[src/rtl/i2c_status.sv]
// ---------------------------------------------------------------------------
// i2c_status
//
// Producer side of the I2C status vector. Event pulses from the byte engine
// are latched into sticky, write-1-to-clear bits. The raw SCL/SDA pins are
// synchronised and decoded into START/STOP pulses and a bus-busy bit. The
// status vector is a pure register output and feeds the interrupt combiner
// and the CPU read mux.
//
// Ports:
//   clk        system clock
//   rst_n      asynchronous active-low reset
//   scl_i      raw SCL pin level (asynchronous)
//   sda_i      raw SDA pin level (asynchronous)
//   ev_td      pulse: byte transfer done            -> sticky bit0
//   ev_af      pulse: arbitration lost              -> sticky bit1
//   ev_na      pulse: no acknowledge received       -> sticky bit2
//   ev_rx      pulse: rx byte written to data reg   -> sets RXF (bit5)
//   rx_rd      pulse: CPU read of rx data register  -> clears RXF
//   tip        level: transfer in progress          -> bit4 (registered)
//   txe        level: transmit data register empty  -> bit6 (registered)
//   wr_en      CPU write strobe to the status register
//   wr_data    CPU write data, a 1 clears the matching sticky bit
//   status     {2'b00, OVR, TXE, RXF, TIP, BB, NA, AF, TD}
//   start_det  one-cycle pulse on START / repeated START
//   stop_det   one-cycle pulse on STOP
// ---------------------------------------------------------------------------
module i2c_status #(
    parameter int SYNC_STAGES = 2,
    parameter int STS_W       = 10
) (
    input  logic             clk,
    input  logic             rst_n,
    input  logic             scl_i,
    input  logic             sda_i,
    input  logic             ev_td,
    input  logic             ev_af,
    input  logic             ev_na,
    input  logic             ev_rx,
    input  logic             rx_rd,
    input  logic             tip,
    input  logic             txe,
    input  logic             wr_en,
    input  logic [STS_W-1:0] wr_data,
    output logic [STS_W-1:0] status,
    output logic             start_det,
    output logic             stop_det
);

    // Synchroniser chains; index SYNC_STAGES-1 is the synchronised output.
    logic [SYNC_STAGES-1:0] scl_sync;
    logic [SYNC_STAGES-1:0] sda_sync;
    logic                   scl_s;
    logic                   sda_s;
    logic                   sda_p;

    logic start_cond;
    logic stop_cond;

    // Status storage bits.
    logic td_q, af_q, na_q, bb_q, tip_q, rxf_q, txe_q, ovr_q;
    logic td_d, af_d, na_d, bb_d, rxf_d, ovr_d;

    logic [STS_W-1:0] clr;

    // Only the sticky TD/AF/NA/OVR bits are writable.
    logic unused_wr_bits;
    assign unused_wr_bits = ^{wr_data[STS_W-1:8], wr_data[6:3]};

    // Synchronisers and previous-SDA flop reset high so that releasing reset
    // on an idle bus never looks like an SDA edge.
    always_ff @(posedge clk or negedge rst_n) begin
        if (!rst_n) begin
            scl_sync <= '1;
            sda_sync <= '1;
            sda_p    <= 1'b1;
        end else begin
            scl_sync <= {scl_sync[SYNC_STAGES-2:0], scl_i};
            sda_sync <= {sda_sync[SYNC_STAGES-2:0], sda_i};
            sda_p    <= sda_s;
        end
    end

    assign scl_s = scl_sync[SYNC_STAGES-1];
    assign sda_s = sda_sync[SYNC_STAGES-1];

    // SDA edges only count while SCL is high; otherwise they are data bits.
    assign start_cond = scl_s &  sda_p & ~sda_s;
    assign stop_cond  = scl_s & ~sda_p &  sda_s;

    assign clr = wr_en ? wr_data : '0;

    // Next-state of the stored bits. For sticky bits a set in the same cycle
    // as a clear wins. OVR fires only when a new byte lands on a full buffer
    // that is not being read in that same cycle.
    always_comb begin
        td_d  = td_q;
        af_d  = af_q;
        na_d  = na_q;
        bb_d  = bb_q;
        rxf_d = rxf_q;
        ovr_d = ovr_q;

        td_d  = ev_td | (td_q & ~clr[0]);
        af_d  = ev_af | (af_q & ~clr[1]);
        na_d  = ev_na | (na_q & ~clr[2]);
        rxf_d = ev_rx | (rxf_q & ~rx_rd);
        ovr_d = (ev_rx & rxf_q & ~rx_rd) | (ovr_q & ~clr[7]);

        if (start_cond) begin
            bb_d = 1'b1;
        end else if (stop_cond) begin
            bb_d = 1'b0;
        end
    end

    always_ff @(posedge clk or negedge rst_n) begin
        if (!rst_n) begin
            td_q      <= 1'b0;
            af_q      <= 1'b0;
            na_q      <= 1'b0;
            bb_q      <= 1'b0;
            tip_q     <= 1'b0;
            rxf_q     <= 1'b0;
            txe_q     <= 1'b0;
            ovr_q     <= 1'b0;
            start_det <= 1'b0;
            stop_det  <= 1'b0;
        end else begin
            td_q      <= td_d;
            af_q      <= af_d;
            na_q      <= na_d;
            bb_q      <= bb_d;
            tip_q     <= tip;
            rxf_q     <= rxf_d;
            txe_q     <= txe;
            ovr_q     <= ovr_d;
            start_det <= start_cond;
            stop_det  <= stop_cond;
        end
    end

    assign status = {{(STS_W-8){1'b0}}, ovr_q, txe_q, rxf_q, tip_q,
                     bb_q, na_q, af_q, td_q};

endmodule

[config.mk]
export PLATFORM = sky130hd
export DESIGN_NAME = i2c_status
export DESIGN_NICKNAME = d
export VERILOG_FILES = /design/src/rtl/i2c_status.sv
export SDC_FILE = /design/constraint.sdc
export NUM_CORES = 1
export LEC_CHECK = 0
export BUFFER_PORTS_ARGS = -buffer_cell sky130_fd_sc_hd__clkbuf_2
export CAP_MARGIN = 20
export CORE_MARGIN = 4
export CORE_UTILIZATION = 39
export DETAILED_ROUTE_END_ITERATION = 10
export HOLD_SLACK_MARGIN = 0.12
export PLACE_DENSITY = 0.75
export SLEW_MARGIN = 20
export SYNTH_ARGS = -nofsm -noshare
export SYNTH_HDL_FRONTEND = slang
export SYNTH_SLANG_ARGS = --single-unit
[constraint.sdc]
create_clock -name clk -period 1.1 [get_ports clk]
set_input_delay 0 -clock clk [delete_from_list [all_inputs] [get_ports clk]]
set_output_delay 0 -clock clk [all_outputs]
set_load 0.02 [all_outputs]
==> metrics.md <==
| Metric | Value |
|---|---|
| Status | completed |
| Synth-to-layout area growth | 45.2% |
| Kind of critical path | flip-flop to flip-flop |
| Final critical-path required period | between 0.9 and 1 ns |
| Max incr delay on CP | approximately 0.55 ns |
| Comb pwr share | 15.9% |
| Clk root buf | clkbuf_4 |
| Synth area leaders | dfrtp_1 45%, dfstp_2 24%, buf_4 14% |
| CTS Hold Buffers Added | 15 |
| Core area | 0.00132 mm² |
| Yosys reg bits | 15 |
| Reg clk slew, reported paths | 0.09 ns |
| CTS tree | yes |
| Nets | slightly above 100 |
| Vias in the first global route | approximately 390 |
| First-pass GRT wire length | 1650 µm |
| DR iter-0 viols | 0 |
| DR vias/cell | roughly 4.4 |
| FMAX | between 1000 and 1500 MHz |
| Worst Hold Class | primary input to async pin |
| # DRC | 0 |
| Critical Path Fanout Max | 3 |
| ANT nets after route | 0 |
| ANT cells | 0 |
| Number of setup buffers added after CTS | 0 |
| # resized after CTS | 0 |
| Max clock buf depth | 2 |
| Crit path launch type | flip-flop |
| IO buf count | 25 |
| Die Y | approximately 46 µm |
| Initial Utilization | 41.8% |
| VDD IR max | a little over 0.9 mV |
| DR vias | a little over 400 |
| Gpl congestion | ~0.59 |
| Total negative setup slack | 0 ns |
| Clock power frac | around 28% |
| CP max-delay cell | dfstp_2 |
| Critical path arrival | around 1.1 ns |
| PD cells | around 1400 mW/mm² |
| Post-detail-place hpwl | a little over 600 µm |
| Clock Sink Count | 15 |
| Hold Fails Final Rpt | 0 |
| Worst-path cell chain | nand2_1 > a21oi_1 > nor2_1 |
| Dpl cell area | between 600 and 700 µm² |
| 1st-pass router iterations | 1 |
| Pint | around 800 µW |
| Synth cell types | 11 |
| Die X | between 40 and 50 µm |
| Row cnt | 13 |
| WP depth | 3 |
| Max cap viols | 0 |
| Syn avg cell area | around 13 µm² |
| CTS Buf Count | 3 |
| Finished Cell Area | between 700 and 800 µm² |
| Clock latency on the worst-skew pair | between 0.2 and 0.3 ns |
| IO Count | 34 |
| Placed Cells | 74 |
| RSZ-0062 raised after global routing | false |
| Register area share after synthesis | 69.3% |
| Fin. max-slew vios | 0 |
| Sw power | 263 µW |
| Syn. warnings | 0 |
| Final setup viols | 0 |
| Sw Share | about 24% |
| Post-synthesis cell type with the largest combined area | dfrtp_1 |
| Mapped Cells | 43 |
| Initial antenna violation count | 0 |
| Synthesized area | approximately 550 µm² |
| CP top delay family | flip-flops |
| Buffer and inverter count on the worst path | 0 |
| Top cell type's share of synthesized area | 45.5% |
| Fin Clk Skew | around 0.0068 ns |
| Part of the power in registers | approximately 56% |
| WL/cell | about 11 µm |
| Largest net degree at the start of global routing | 16 |
| Commonest non-fill, non-tap cell in the layout | clkbuf_2 |
| Final WL | between 1000 and 1500 µm |
| CTS HTree Levels | 1 |
| Worst reg2reg path depth | 3 |
| Gr ovfl total | 0 |
| Share of layout cells above drive strength 1 | between 40% and 50% |
| Die area | 0.00208 mm² |
| Commonest non-fill, non-tap cells in the layout | 25 x clkbuf_2, 15 x dlygate4sd3_1, 10 x dfrtp_1 |
| Fin cells | 93 |
| Part of the cycle the worst path needs | 82.5% |
| Total power draw | between 1 and 1.5 mW |
| Leak | a little over 0.4 nW |
| Crit. End Element | flip-flop |
| Total track usage | 11.6% |
| Critical Path RT | around 1.3 ns |
| Top Registers | scl_sync x2, sda_sync x2 |
-- path summary, 6_finish.rpt --
| check | start | end | slack [ns] |
|---|---|---|---|
| max | scl_sync[1] | bb_q | 0.19 |
| min | rst_n | na_q | 0.16 |
| max reg2reg | scl_sync[1] | bb_q | 0.19 |
| min reg2reg | scl_sync[0] | scl_sync[1] | 0.35 |
| max in group asynchronous | rst_n | scl_sync[0] | 0.62 |
| min in group clk | scl_sync[0] | scl_sync[1] | 0.35 |
-- power groups by stage --
stage	combinational, mW	clock, mW	sequential, mW
after floorplan	0.0998	0	0.621
after global placement	0.128	0	0.620
after detailed placement	0.131	0	0.622
after CTS	0.172	0.308	0.612
after global routing	0.190	0.343	0.616
final	0.172	0.299	0.611
-- per-stage QoR --
step           hold slack [ns]  utilization [%]  worst slack (ns)
2_1_floorplan           -0.296                -             0.239
5_1_grt                  0.180             60.7             0.137
4_1_cts                  0.170             60.7             0.187
3_5_place_dp           -0.0741             47.3             0.199
3_3_place_gp           -0.0826             47.3             0.222
6_report                 0.163             60.7             0.192
-- per-layer routing --
| metal | share of wire (%) | GRT usage [%] | vias up |
|---|---|---|---|
| met4 | 0 | 5.26 | 0 |
| met5 | 0 | 0 | - |
| met3 | 6.4 | 3.56 | 0 |
| met2 | 57 | 20.1 | 15 |
| met1 | 37 | 12.8 | 195 |
| li1 | - | - | 199 |
-- cell usage after synthesis --
| master | count |
|---|---|
| nor2_1 | 2 |
| dfstp_2 | 5 |
| nand2_1 | 5 |
| buf_4 | 10 |
| inv_1 | 2 |
| dfrtp_1 | 10 |
| and3_1 | 1 |
| conb_1 | 1 |
| a32o_1 | 1 |
| a21o_1 | 4 |
| a21oi_1 | 2 |
-- area by class of cell --
type / instances / area (µm²)
clock buffer: 4 / 26.3
fill: 105 / 518
inverter: 2 / 7.51
multi-input combinational: 17 / 90.1
sequential: 15 / 382
tap: 15 / 18.8
timing repair buffer: 40 / 275
-- kinds of logic (layout without fill, tap and decap cells) --
kind of cell,after synthesis,after routing,share of synthesized area (%)
DFF,15,15,69.3
buffers and inverters,12,46,15.0
and+or+nand+nor,8,8,5.91
AOI/OAI and AO/OA,7,7,9.09
other,1,2,0.681
No activity file was read; power rests on OpenSTA's default activity.
